==> config.mk <==
export PLATFORM = sky130hd
export DESIGN_NAME = seg_scan_capture
export DESIGN_NICKNAME = d
export VERILOG_FILES = /design/src/rtl/seg_scan_pkg.sv /design/src/rtl/seg_scan_capture_seg7_decode.sv /design/src/rtl/seg_scan_capture.sv
export SDC_FILE = /design/constraint.sdc
export NUM_CORES = 1
export LEC_CHECK = 0
export ABC_AREA = 1
export BUFFER_PORTS_ARGS = -buffer_cell sky130_fd_sc_hd__buf_4
export CORE_MARGIN = 2
export CORE_UTILIZATION = 52
export DETAILED_ROUTE_END_ITERATION = 10
export GPL_ROUTABILITY_DRIVEN = 0
export GPL_TIMING_DRIVEN = 0
export PLACE_DENSITY = 0.75
export SLEW_MARGIN = 10
export SYNTH_ARGS = -nofsm -noshare
export SYNTH_HDL_FRONTEND = slang
export SYNTH_SLANG_ARGS = --single-unit
==> constraint.sdc <==
create_clock -name clk -period 1.8 [get_ports clk]
set_input_delay 0.36 -clock clk [delete_from_list [all_inputs] [get_ports clk]]
set_output_delay 0.36 -clock clk [all_outputs]
set_load 0.01 [all_outputs]
==> src/rtl/seg_scan_pkg.sv <==
// Shared types and constants for the seven-segment scan capture block.
// Holds the active-low segment table, slot geometry and FSM states.
package seg_scan_pkg;

  localparam int DIGITS   = 8;
  localparam int NIBBLE_W = 4;

  // Active-low a..g patterns for hex digits 0..F (dp excluded).
  localparam logic [6:0] SEG_ACTIVE_LOW [16] = '{
    7'b0000001, 7'b1001111, 7'b0010010, 7'b0000110,
    7'b1001100, 7'b0100100, 7'b0100000, 7'b0001111,
    7'b0000000, 7'b0000100, 7'b0001000, 7'b1100000,
    7'b0110001, 7'b1000010, 7'b0110000, 7'b0111000
  };

  typedef enum logic [1:0] {
    WAIT,
    SETTLE,
    HOLD
  } state_t;

endpackage

==> src/rtl/seg_scan_capture_seg7_decode.sv <==
// Combinational seven-segment pattern to hex nibble decoder.
// Ports: i_seg (a..g, active low) -> o_valid, o_nibble.
module seg7_decode
  import seg_scan_pkg::*;
(
  input  logic [6:0]          i_seg,
  output logic                o_valid,
  output logic [NIBBLE_W-1:0] o_nibble
);

  always_comb begin
    o_valid  = 1'b0;
    o_nibble = '0;
    for (int i = 0; i < 16; i++) begin
      if (i_seg == SEG_ACTIVE_LOW[i]) begin
        o_valid  = 1'b1;
        o_nibble = NIBBLE_W'(i);
      end
    end
  end

endmodule

==> src/rtl/seg_scan_capture.sv <==
// Receive side of an 8-digit scanned seven-segment bus: synchronizes,
// debounces, decodes each digit and reassembles a 32-bit word.
// Ports: clk, rst_n (async, active low), which_in[2:0], seg_in[7:0]
//   (active low a..g,dp) -> data_out[31:0], frame_valid, digit_err,
//   slot_mask[7:0]. Optional `SEG_CAPTURE_ERR_COUNT_EN adds err_count[7:0].
module seg_scan_capture
  import seg_scan_pkg::*;
#(
  parameter int STABLE_CYCLES = 4,
  parameter int SYNC_STAGES   = 2
) (
  input  logic        clk,
  input  logic        rst_n,
  input  logic [2:0]  which_in,
  input  logic [7:0]  seg_in,
  output logic [31:0] data_out,
  output logic        frame_valid,
  output logic        digit_err,
`ifdef SEG_CAPTURE_ERR_COUNT_EN
  output logic [7:0]  err_count,
`endif
  output logic [7:0]  slot_mask
);

  logic [10:0]         r_sync [SYNC_STAGES];
  logic [10:0]         r_prev;
  logic [7:0]          r_cnt;
  state_t              r_state;
  logic [NIBBLE_W-1:0] r_stage [DIGITS];
  logic [DIGITS-1:0]   r_mask;
  logic [31:0]         r_data;
  logic                r_frame_valid;
  logic                r_digit_err;

  logic [10:0]         w_sample;
  logic [2:0]          w_which;
  logic [7:0]          w_seg;
  logic                w_unused_dp;
  logic                w_dec_ok;
  logic [NIBBLE_W-1:0] w_dec_nib;
  logic [7:0]          w_cnt_inc;
  logic                w_same;
  logic                w_accept;
  logic                w_good;
  logic                w_bad;
  logic                w_full;
  logic [DIGITS-1:0]   w_mask_base;
  logic [31:0]         w_packed;

  assign w_sample    = r_sync[SYNC_STAGES-1];
  assign w_which     = w_sample[10:8];
  assign w_seg       = w_sample[7:0];
  assign w_unused_dp = w_seg[0];

  seg7_decode u_dec (
    .i_seg    (w_seg[7:1]),
    .o_valid  (w_dec_ok),
    .o_nibble (w_dec_nib)
  );

  assign w_cnt_inc = r_cnt + 8'd1;
  assign w_same    = (w_sample == r_prev);
  // Acceptance fires once, on the cycle the run length hits the target.
  assign w_accept  = (r_state == SETTLE) && w_same &&
                     (w_cnt_inc == 8'(STABLE_CYCLES));
  assign w_good    = w_accept && w_dec_ok;
  assign w_bad     = w_accept && !w_dec_ok;
  assign w_full    = (r_mask == '1);
  // Mask clear happens first so a same-cycle capture opens the new frame.
  assign w_mask_base = w_full ? '0 : r_mask;

  always_comb begin
    w_packed = '0;
    for (int k = 0; k < DIGITS; k++) begin
      w_packed[31-4*k -: 4] = r_stage[k];
    end
  end

  always_ff @(posedge clk or negedge rst_n) begin
    if (!rst_n) begin
      for (int i = 0; i < SYNC_STAGES; i++) begin
        r_sync[i] <= '0;
      end
    end else begin
      r_sync[0] <= {which_in, seg_in};
      for (int i = 1; i < SYNC_STAGES; i++) begin
        r_sync[i] <= r_sync[i-1];
      end
    end
  end

  always_ff @(posedge clk or negedge rst_n) begin
    if (!rst_n) begin
      r_state <= WAIT;
      r_cnt   <= '0;
      r_prev  <= '0;
    end else begin
      r_prev <= w_sample;
      unique case (r_state)
        WAIT: begin
          r_state <= SETTLE;
          r_cnt   <= 8'd1;
        end
        SETTLE: begin
          if (!w_same) begin
            r_cnt <= 8'd1;
          end else begin
            r_cnt <= w_cnt_inc;
            if (w_accept) r_state <= HOLD;
          end
        end
        HOLD: begin
          if (!w_same) begin
            r_state <= SETTLE;
            r_cnt   <= 8'd1;
          end
        end
        default: begin
          r_state <= WAIT;
          r_cnt   <= '0;
        end
      endcase
    end
  end

  always_ff @(posedge clk or negedge rst_n) begin
    if (!rst_n) begin
      for (int k = 0; k < DIGITS; k++) begin
        r_stage[k] <= '0;
      end
      r_mask        <= '0;
      r_data        <= '0;
      r_frame_valid <= 1'b0;
      r_digit_err   <= 1'b0;
    end else begin
      r_frame_valid <= w_full;
      r_digit_err   <= w_bad;
      if (w_full) r_data <= w_packed;
      if (w_good) r_stage[w_which] <= w_dec_nib;
      r_mask <= w_mask_base |
                (w_good ? (DIGITS'(1) << w_which) : '0);
    end
  end

`ifdef SEG_CAPTURE_ERR_COUNT_EN
  logic [7:0] r_err_cnt;
  logic       r_frame_err;

  // A frame begins with the first good capture into an empty mask;
  // the count only clears if that frame saw no bad pattern.
  always_ff @(posedge clk or negedge rst_n) begin
    if (!rst_n) begin
      r_err_cnt   <= '0;
      r_frame_err <= 1'b0;
    end else begin
      if (w_bad) begin
        if (r_err_cnt != 8'hFF) r_err_cnt <= r_err_cnt + 8'd1;
        r_frame_err <= 1'b1;
      end else if (w_full && !r_frame_err) begin
        r_err_cnt <= '0;
      end
      if (w_good && (w_mask_base == '0)) r_frame_err <= 1'b0;
    end
  end

  assign err_count = r_err_cnt;
`endif

  assign data_out    = r_data;
  assign frame_valid = r_frame_valid;
  assign digit_err   = r_digit_err;
  assign slot_mask   = r_mask;

endmodule

-- Word level (Yosys, flattened, before mapping)
Index checks and enable logic that the tools add are counted.
W data, S select, Z words.
- output and inout port bits: 42
- register bits: 117
- shifts and indexed selects: 1
- order comparisons: 2
- add/subtract/negate cells: 1
- eq/ne operators: 23
- bitwise operators: 2
- reduce and logical (&&, ||, !) cells: 9
- muxes and demuxes: 43
- operator list (operator ; number):
    $mux W4 ; 9
    $eq A7 B6 Y1 const B ; 5
    $bwmux W32 ; 1
    $mux W8 ; 4
    $eq A7 B7 Y1 const B ; 4
    $pmux W8 S3 ; 1
    $mux W1 ; 17
    $eq A7 B3 Y1 const B ; 2
    $eq A7 B4 Y1 const B ; 2
    $demux W4 S3 ; 1
    $mux W3 ; 4
    $eq A11 B11 Y1 ; 1
    $mux W2 ; 5
    $add A8 B1 Y8 const B ; 1
    $eq A8 B3 Y1 const B ; 1
    $eq A8 B8 Y1 const B ; 1
    $or A8 B8 Y8 ; 1
    $shl A1 B3 Y8 const A ; 1
    $eq A7 B1 Y1 const B ; 1
    $eq A7 B5 Y1 const B ; 1
    $logic_not A7 Y1 ; 1
    $ne A2 B2 Y1 const B ; 3
    $pmux W2 S3 ; 1
    $logic_and A1 B1 Y1 ; 5
    other kinds (8) ; 8

-- Logic depth before layout (Yosys ltp)
Gate-level depths: netlist of the first run.
- depth in word-level cells: 20
- depth in mapped cells: 13
- depth with buffers taken out: 12

-- Cells and area by module
Synthesis of the first run repeated with hierarchy kept, for this count alone.
- cells, all modules: 551
- area total of the unflattened synthesis: 4996.0 µm²
- modules (own cells, without submodules) (module ; instances ; area each (µm²) ; cells an instance ; seq. area each (µm²)):
    seg_scan_capture ; 1 ; 4649.5 ; 484 ; 2927.8
    seg7_decode ; 1 ; 346.6 ; 67 ; 0.0

-- Worst setup path before layout of the first run
No wires, ideal clock.
- path kind: register -> register
- start point: register r_cnt[0]
- end point: register r_stage[0] in the netlist's numbering
- cell stages (with the launch flop): 11
- path slack: 0.056 ns
- required time: 1.680 ns
- path buffers: 1
- clock period less this slack: 1.744 ns
- arrival time: 1.624 ns
- cell sequence: dfrtp_1 > ha_1 > xor2_1 > nand2_1 > nor2_1 > nand3_1 > nor2_4 > buf_12 > nand3_4 > nand2_1 > nand2_1
- word-level cells in the longest chain between the ends: 4
- ends and longest elaborated chain (element ; RTL line ; RTL):
    from (decl) ; seg_scan_capture.sv:27 ; logic [7:0] r_cnt;
    from (signal assigned) ; seg_scan_capture.sv:108 ; r_cnt <= w_cnt_inc;
    $add A8 B1 Y8 ; seg_scan_capture.sv:61 ; assign w_cnt_inc = r_cnt + 8'd1;
    $eq A8 B3 Y1 ; seg_scan_capture.sv:65 ; (w_cnt_inc == 8'(STABLE_CYCLES));
    $logic_and A1 B1 Y1 ; seg_scan_capture.sv:64 ; assign w_accept = (r_state == SETTLE) && w_same &&
    $logic_and A1 B1 Y1 ; seg_scan_capture.sv:66 ; assign w_good = w_accept && w_dec_ok;
    to (signal, indexed assignment) ; seg_scan_capture.sv:139 ; if (w_good) r_stage[w_which] <= w_dec_nib;
    to (decl) ; seg_scan_capture.sv:29 ; logic [NIBBLE_W-1:0] r_stage [DIGITS];
Every way passes these cells.
A chain may end at the register's enable or synchronous reset.

-- Final worst setup path of the first run
- start point: register r_sync (netlist bit w_sample[3])
- end point: register r_stage[11] in the netlist's numbering
- word-level cells in the longest chain between the ends: 18
- ends and longest elaborated chain (element ; RTL line ; RTL):
    from (decl) ; seg_scan_capture.sv:25 ; logic [10:0] r_sync [SYNC_STAGES];
    from (signal, indexed assignment) ; seg_scan_capture.sv:87 ; r_sync[i] <= r_sync[i-1];
    $eq A7 B1 Y1 ; seg_scan_capture_seg7_decode.sv:15 ; if (i_seg == SEG_ACTIVE_LOW[i]) begin
    $mux W1 (16 in series) ; seg_scan_capture_seg7_decode.sv:15 ;
    $logic_and A1 B1 Y1 ; seg_scan_capture.sv:66 ;
Several ways; a longest one is shown, not always the timed one.

==> reports/qor.json, run 1 <==
{
  "yosys": {
    "yosys.area_share.adder_pct": 0.509,
    "yosysWarnings": 0,
    "yosys-mux-area-fraction_pct": 0,
    "synth-xor-area-share_pct": 1.78,
    "synthCells": 535,
    "syn-cell-area_um2": 4920,
    "synthesis.nets": 550,
    "synth_compound_gate_area_share_pct": 3.13,
    "synth.yosys.seq_area_share_pct": 59.5,
    "synth.ff_latch_count": 117,
    "postSynthAreaPerCell_um2": 9.19,
    "yosysUniqueCellTypes": 29,
    "main_combinational_cell_family_by_area_after_synthesis": "simple AND/OR/NAND/NOR gates",
    "synth_simple_gate_area_share_pct": 30.0
  },
  "drt": {
    "wl_met2_um": 6030,
    "detail_route.vias_per_cell": 5.49,
    "num_vias": 4220,
    "met3_wire_length_um": 805,
    "antenna_violating_nets_post_route": 0,
    "drt-met1-wl_um": 5110,
    "drt_pre_antenna_iters": 5,
    "drt-wirelength-per-cell_um": 16.0,
    "drt_drc_violations_left": 0,
    "detailedRoute.firstIterationViolations": 418,
    "drt-total-wl_um": 12300,
    "maxUsedRoutingLayer": "met4"
  },
  "power_and_ir_drop": {
    "cell_internal_pwr_uw": 4900,
    "power_frac_seq_pct": 43.1,
    "switching_share_pct": 21.9,
    "leakage_uw": 0.00339,
    "peakVddDrop_mv": 0.645,
    "clock_power_share_pct": 52.4,
    "power_switching_uw": 1380,
    "finalPower_uw": 6280,
    "combinationalPowerShare_pct": 4.5,
    "power.density_cell_area_nw_per_um2": 939
  },
  "final_layout": {
    "postLayoutCellArea_um2": 6690,
    "design.final.nets": 660,
    "antenna_cell_count": 0,
    "post_route_cells_drive_above_1_share_pct": 32.9,
    "final-instance-count-excl-fill": 768,
    "area_growth_syn_to_layout_pct": 36.0
  },
  "clock_network": {
    "worst_skew_pair.late_latency_ps": 510,
    "cts_buffers": 17,
    "clock_tree.buffer_depth": 2,
    "path_clk_slew_ps": 60,
    "cts.sinks": 117,
    "cts_root_buffer": "sky130_fd_sc_hd__clkbuf_8",
    "cts_tree": "yes",
    "h-tree-depth": 4
  },
  "grt": {
    "initial_antenna_violation_count": 0,
    "grt_remaining_overflow": 0,
    "vias_in_the_first_global_route": 4088,
    "grt_start_max_net_pins": 118,
    "first_pass_grt_wire_length_um": 19300,
    "groute.usage.overall_pct": 24.4
  },
  "sta": {
    "finalWorstSetupSlack_ps": -225,
    "timing.max_slew.rel_slack_pct": 32.8,
    "hold-worst-slack_ps": -9.60,
    "tightest_slew_ps": 1010,
    "clock.fmax_mhz": 494,
    "finalMaxSlewViolations": 0,
    "setup_repair_after_global_routing_missed_its_margin": "yes",
    "fin_crit_ps": 2030,
    "layout_worst_path_cycle_share_pct": 113,
    "clock_skew_ps": 7.99,
    "final_hold_viol_count": 2,
    "total_setup_violations_reported_at_the_end_of_the_flow": 41
  },
  "run_status": {
    "outcome": "complete, but fails checks",
    "violations": "hold timing, setup timing"
  },
  "critical_path": {
    "rr_worst_depth": 11,
    "worstReg2RegStart": "w_sample[3]$_DFF_PN0_",
    "setup.worst_path.end_class": "flip-flop",
    "crit_type": "flip-flop to flip-flop",
    "start_kind": "flip-flop",
    "worst-path-max-fanout": 6,
    "worstReg2RegEnd": "r_stage[11]$_DFFE_PN0P_",
    "cp.required_ps": 2190,
    "r2r_slack_ps": -230,
    "critical_path_arrival_ps": 2420
  },
  "placement": {
    "detailed_place.area_um2": 5470,
    "dp_hpwl_um": 6740,
    "io_buffers": 54,
    "dpl.cell_count": 700,
    "place_ws_ps": -259
  },
  "floorplanning": {
    "initial_utilization_pct": 53.5,
    "die_h_um": 101,
    "die_w_um": 101,
    "top_level_ports": 55,
    "fp.dieArea_um2": 10200,
    "floorplan_core_area_um2": 9200,
    "placementRows": 35
  },
  "worst_hold_path": {
    "timing.hold.worst.class": "primary input to async pin"
  },
  "job": {
    "drv.max_cap_violation_count": 0
  }
}
-- cell type report --
| type | count | area (um^2) |
|---|---|---|
| Sequential cell | 117 | 2940 |
| Multi-Input combinational cell | 362 | 2010 |
| Fill cell | 623 | 2510 |
| Buffer | 14 | 110 |
| Clock inverter | 13 | 159 |
| Tap cell | 111 | 139 |
| Clock buffer | 18 | 428 |
| Timing Repair Buffer | 92 | 752 |
| Inverter | 41 | 154 |
-- metal layers --
| layer | GRT usage (%) | vias up |
|---|---|---|
| li1 | - | 1944 |
| met1 | 31.8 | 2034 |
| met2 | 38.7 | 198 |
| met3 | 6.42 | 44 |
| met4 | 11.1 | 0 |
| met5 | 0 | - |
-- through the flow --
| stage | setup TNS (ps) | utilization (%) |
|---|---|---|
| after floorplan | 0 | - |
| after global placement | -5350 | 59.4 |
| after detailed placement | -11650 | 59.4 |
| after CTS | -2980 | 69.6 |
| after global routing | -9440 | 72.7 |
| final | -6740 | 72.7 |
-- cell usage after synthesis --
cell type | count | share of area (%)
sky130_fd_sc_hd__nor4_1 | 2 | 0.25
sky130_fd_sc_hd__clkbuf_1 | 7 | 0.53
sky130_fd_sc_hd__nand3_1 | 16 | 1.6
sky130_fd_sc_hd__nand3_4 | 8 | 2.8
sky130_fd_sc_hd__buf_6 | 1 | 0.23
sky130_fd_sc_hd__buf_4 | 3 | 0.46
sky130_fd_sc_hd__dfrtp_1 | 117 | 60
sky130_fd_sc_hd__ha_1 | 2 | 0.51
sky130_fd_sc_hd__nor2_1 | 37 | 2.8
sky130_fd_sc_hd__buf_2 | 3 | 0.31
sky130_fd_sc_hd__o211ai_1 | 1 | 0.15
sky130_fd_sc_hd__inv_2 | 2 | 0.15
sky130_fd_sc_hd__o21a_1 | 4 | 0.61
sky130_fd_sc_hd__o21ai_1 | 5 | 0.51
sky130_fd_sc_hd__xor2_1 | 4 | 0.71
sky130_fd_sc_hd__or2_2 | 1 | 0.13
sky130_fd_sc_hd__nand4_1 | 38 | 4.8
sky130_fd_sc_hd__nand2_2 | 1 | 0.13
sky130_fd_sc_hd__nor3_1 | 3 | 0.31
sky130_fd_sc_hd__nand3_2 | 1 | 0.20
sky130_fd_sc_hd__nor2_4 | 1 | 0.23
sky130_fd_sc_hd__o21ai_0 | 8 | 0.81
sky130_fd_sc_hd__nand2_1 | 214 | 16
sky130_fd_sc_hd__xnor2_1 | 6 | 1.1
sky130_fd_sc_hd__buf_12 | 1 | 0.41
sky130_fd_sc_hd__nor2_2 | 2 | 0.25
sky130_fd_sc_hd__a21boi_1 | 1 | 0.15
sky130_fd_sc_hd__o22ai_1 | 7 | 0.89
sky130_fd_sc_hd__inv_1 | 39 | 3.0
-- logic make-up (layout without fill, tap and decap cells) --
group,after synthesis,in the layout
buffers and inverters,56,178
xor gates and xnor gates,10,10
DFF,117,117
AOI/OAI and AO/OA,26,26
adders and majority gates,2,2
and+or+nand+nor,324,324
-- registers in the layout, summed over array words and instances, names as in the netlist, 2 cells and up --
register and cells:
data_out 32, r_cnt 8, r_prev 11, r_stage 32, r_state 2, r_sync 11, slot_mask 8, w_sample 11
-- worst max-delay path: stages, from the launching register on --
cell and delay (ps):
sky130_fd_sc_hd__dfrtp_1 500, sky130_fd_sc_hd__nand2_1 130, sky130_fd_sc_hd__nor2_1 210, sky130_fd_sc_hd__nand2_1 160
sky130_fd_sc_hd__o21a_1 180, sky130_fd_sc_hd__nand2_1 100, sky130_fd_sc_hd__nor2_2 60, sky130_fd_sc_hd__nand2_4 120
sky130_fd_sc_hd__buf_12 150, sky130_fd_sc_hd__nand3_4 120, sky130_fd_sc_hd__nand2_2 130, sky130_fd_sc_hd__nand2_2 50
-- power groups by stage --
stage | clock [uW] | combinational, uW | sequential, uW
after floorplan | 0 | 105 | 2740
after CTS | 3320 | 239 | 2700
after global placement | 0 | 194 | 2740
after detailed placement | 0 | 202 | 2750
after global routing | 3440 | 307 | 2710
final | 3290 | 280 | 2710
-- cells in the final DEF (no fill, tap or decap), drive strengths merged --
cell	count
nor4	2
clkinv	7
nand2	215
or2	1
nand4	38
o22ai	7
o21ai	13
xnor2	6
dfrtp	117
nor2	40
o21a	4
inv	41
buf	87
bufinv	3
dlygate4sd3	11
clkbuf	26
nor3	3
nand3	25
o211ai	1
a21boi	1
xor2	4
clkinvlp	3
ha	2
-- how the worst max path moves through the flow --
stage               cells past startpoint                  start                       to
floorplan                              10   r_cnt[0]$_DFFE_PN0P_   r_stage[0]$_DFFE_PN0P_
global placement                       11   r_cnt[0]$_DFFE_PN0P_  r_stage[24]$_DFFE_PN0P_
detailed placement                     11  w_sample[1]$_DFF_PN0_  r_stage[16]$_DFFE_PN0P_
CTS                                    12   r_cnt[1]$_DFFE_PN0P_   r_stage[5]$_DFFE_PN0P_
global route                           11  w_sample[3]$_DFF_PN0_  r_stage[11]$_DFFE_PN0P_
finish                                 11  w_sample[3]$_DFF_PN0_  r_stage[11]$_DFFE_PN0P_
-- repair_timing --
action	CTS	global route
pin swaps	12	16
cloned	1	1
setup buffers	10	16
hold buffers	11	0
hold endpoints to repair	11	0
setup endpoints to repair	74	81
resized for setup	47	59
No activity file was read; power rests on OpenSTA's default activity.
==> run 2: changes to the inputs <==
CORE_MARGIN = default   (was 2)
==> run 2 against run 1 <==
The run still ends with hold timing, setup timing left. Clock skew hardly changed. Total power is 1.6% lower. Worst setup slack better by 97 ps. Via count is 1.4% lower. Flip-flop and latch count stayed put. Utilization is 2.0 points lower. Worst hold slack worse by 22 ps. Cell area is 2.8% lower.
==> reports/qor.json, run 2 (synthesis gave the netlist of run 1 again) <==
{
  "sta": {
    "finalWorstSetupSlack": {"value": -128, "unit": "ps", "change": "+97.0 ps"},
    "layout_worst_path_cycle_share": {"value": 107, "unit": "%", "change": "-5.4 points"},
    "fin_crit": {"value": 1930, "unit": "ps", "change": "-97.0 ps"},
    "hold-worst-slack": {"value": -31.8, "unit": "ps", "change": "-22.2 ps"},
    "final_hold_viol_count": {"value": 32, "change": "+30"},
    "timing.max_slew.rel_slack": {"value": 31.1, "unit": "%", "change": "-1.6 points"},
    "finalMaxSlewViolations": {"value": 0, "change": "unchanged"},
    "total_setup_violations_reported_at_the_end_of_the_flow": {"value": 36, "change": "-12%"},
    "setup_repair_after_global_routing_missed_its_margin": "yes",
    "clock.fmax": {"value": 519, "unit": "MHz", "change": "+5.0%"},
    "clock_skew": {"value": 7.59, "unit": "ps", "change": "-0.394 ps"},
    "tightest_slew": {"value": 1030, "unit": "ps", "change": "+24.7 ps"}
  },
  "clock_network": {
    "cts_tree": "yes",
    "clock_tree.buffer_depth": {"value": 2, "change": "unchanged"},
    "h-tree-depth": {"value": 4, "change": "unchanged"},
    "cts.sinks": {"value": 117, "change": "unchanged"},
    "path_clk_slew": {"value": 60, "unit": "ps", "change": "about the same"},
    "worst_skew_pair.late_latency": {"value": 520, "unit": "ps", "change": "about the same"},
    "cts_buffers": {"value": 17, "change": "unchanged"},
    "cts_root_buffer": "sky130_fd_sc_hd__clkbuf_8"
  },
  "floorplanning": {
    "die_h": {"value": 99.2, "unit": "um", "change": "-2.0%"},
    "placementRows": {"value": 35, "change": "unchanged"},
    "initial_utilization": {"value": 53.5, "unit": "%", "change": "unchanged"},
    "top_level_ports": {"value": 55, "change": "unchanged"},
    "floorplan_core_area": {"value": 9200, "unit": "um^2", "change": "unchanged"},
    "die_w": {"value": 99.2, "unit": "um", "change": "-2.0%"},
    "fp.dieArea": {"value": 9850, "unit": "um^2", "change": "-3.9%"}
  },
  "critical_path": {
    "cp.required": {"value": 2260, "unit": "ps", "change": "+70 ps"},
    "worstReg2RegEnd": "r_stage[24]$_DFFE_PN0P_",
    "critical_path_arrival": {"value": 2380, "unit": "ps", "change": "-40 ps"},
    "rr_worst_depth": {"value": 11, "change": "unchanged"},
    "worst-path-max-fanout": {"value": 10, "change": "+4"},
    "worst_setup_path_startpoint": "r_cnt[1]$_DFFE_PN0P_",
    "r2r_slack": {"value": -130, "unit": "ps", "change": "+100 ps"},
    "crit_type": "flip-flop to flip-flop",
    "worstReg2RegStart": "r_cnt[1]$_DFFE_PN0P_",
    "start_kind": "flip-flop",
    "setup.worst_path.end_class": "flip-flop"
  },
  "final_layout": {
    "antenna_cell_count": {"value": 0, "change": "unchanged"},
    "multi_input_area": {"value": 1890, "unit": "um^2", "change": "-5.9%"},
    "fill_cells": {"value": 648, "change": "+4.0%"},
    "final_core_util": {"value": 70.7, "unit": "%", "change": "-2.0 points"},
    "design.final.nets": {"value": 652, "change": "-1.2%"},
    "regArea": {"value": 2940, "unit": "um^2", "change": "unchanged"},
    "layout_commonest_cell": "sky130_fd_sc_hd__nand2_1",
    "final-instance-count-excl-fill": {"value": 761, "change": "-0.91%"},
    "post_route_cells_drive_above_1_share": {"value": 28.0, "unit": "%", "change": "-4.9 points"},
    "most-common-layout-cells": "sky130_fd_sc_hd__nand2_1 (201), sky130_fd_sc_hd__dfrtp_1 (106), sky130_fd_sc_hd__buf_4 (73)",
    "area_growth_syn_to_layout_pct": 32.3
  },
  "worst_hold_path": {
    "timing.hold.worst.class": "primary input to async pin"
  },
  "grt": {
    "grt_start_max_net_pins": {"value": 118, "change": "unchanged"},
    "initial_antenna_violation_count": {"value": 0, "change": "unchanged"},
    "groute.usage.overall": {"value": 25.1, "unit": "%", "change": "+0.71 points"},
    "vias_in_the_first_global_route": {"value": 4031, "change": "-1.4%"},
    "first_pass_grt_wire_length": {"value": 19100, "unit": "um", "change": "-1.2%"},
    "grt_remaining_overflow": {"value": 0, "change": "unchanged"}
  },
  "drt": {
    "drt-total-wl": {"value": 11600, "unit": "um", "change": "-5.8%"},
    "drt-wirelength-per-cell": {"value": 15.2, "unit": "um", "change": "-5.0%"},
    "detail_route.vias_per_cell": {"value": 5.47, "change": "-0.54%"},
    "num_vias": {"value": 4159, "change": "-1.4%"},
    "detailedRoute.firstIterationViolations": {"value": 318, "change": "-24%"},
    "drt_pre_antenna_iters": {"value": 5, "change": "unchanged"},
    "drt_drc_violations_left": {"value": 0, "change": "unchanged"},
    "antenna_violating_nets_post_route": {"value": 0, "change": "unchanged"}
  },
  "power_and_ir_drop": {
    "leakage": {"value": 0.00331, "unit": "uW", "change": "-2.4%"},
    "power.density_cell_area": {"value": 950, "unit": "nW/um^2", "change": "+1.2%"},
    "peakVddDrop": {"value": 0.689, "unit": "mV", "change": "+6.9%"}
  },
  "run_status": {
    "outcome": "complete, but fails checks",
    "violations": "hold timing, setup timing"
  },
  "job": {
    "drv.max_cap_violation_count": {"value": 0, "change": "unchanged"}
  },
  "placement": {
    "dp_hpwl": {"value": 6790, "unit": "um", "change": "+0.66%"},
    "io_buffers": {"value": 54, "change": "unchanged"},
    "dpl.cell_count": {"value": 700, "change": "unchanged"}
  }
}
run 2: changes by cell type in the layout (fill, tap and decap cells not counted), sizes merged:
cell	before	now
buf	87	81
clkinv	7	5
clkinvlp	3	5
bufinv	3	2
run 2: metrics by stage:
step / TNS, ps / total power (uW) / setup WS [ps] / area [um^2] / hold WS [ps]
after global placement: -5190 / 2940 / -157 / 5460 / 332
after floorplan: 0 / 2840 / 56.2 / 4920 / 64.4
final: -2600 / 6180 / -128 / 6500 / -31.8
after CTS: -1650 / 6190 / -86.1 / 6380 / 47.1
after global routing: -8430 / 6340 / -264 / 6500 / 95.1
after detailed placement: -7420 / 2950 / -211 / 5470 / 335
run 2: worst max-delay path, cell delays in order (launching register included):
cell and delay [ps]:
sky130_fd_sc_hd__dfrtp_2 440, sky130_fd_sc_hd__ha_4 200, sky130_fd_sc_hd__nand2_1 70, sky130_fd_sc_hd__nand2_1 80, sky130_fd_sc_hd__nand2_2 90, sky130_fd_sc_hd__nor2_2 140, sky130_fd_sc_hd__nand3_2 130, sky130_fd_sc_hd__nor2_4 150
sky130_fd_sc_hd__buf_4 160, sky130_fd_sc_hd__buf_6 150, sky130_fd_sc_hd__nand4_1 140, sky130_fd_sc_hd__nand2_2 110
run 2: layout make-up:
cell class / count / share of cell area [%]
Buffer: 12 / 1.58
Clock buffer: 20 / 6.85
Clock inverter: 12 / 2.00
Inverter: 41 / 2.37
Multi-Input combinational cell: 362 / 29.0
Sequential cell: 117 / 45.2
Tap cell: 111 / 2.14
Timing Repair Buffer: 86 / 10.8
run 2: timing repair:
| action | CTS | global route |
|---|---|---|
| pin swaps | 10 | 6 |
| resized for setup | 42 | 32 |
| setup buffers | 11 | 9 |
| endpoints found under the setup margin | 67 | 80 |
| hold buffers | 11 | 0 |
| hold endpoints to repair | 11 | 0 |
| cloned | 1 | 0 |
run 2: where the power goes:
group | total, uW | leakage (uW) | internal [uW] | switching, uW
Clock | 3220 | 0.000269 | 2030 | 1180
Combinational | 255 | 0.00151 | 86.8 | 168
Sequential | 2700 | 0.00154 | 2670 | 32.6
run 2: worst max path at each step:
stage	slack (ps)	end
global placement	-160	r_stage[24]$_DFFE_PN0P_
CTS	-90	r_stage[24]$_DFFE_PN0P_
floorplan	60	r_stage[0]$_DFFE_PN0P_
global route	-260	r_stage[28]$_DFFE_PN0P_
detailed placement	-210	r_stage[16]$_DFFE_PN0P_
finish	-130	r_stage[24]$_DFFE_PN0P_
run 2: metal layers:
metal	GRT usage (%)	vias up	share of wire (%)
met5	0	-	0
met4	11.4	0	3.0
met3	4.64	37	5.7
met2	42.0	179	50
met1	32.1	2006	41
li1	-	1937	-
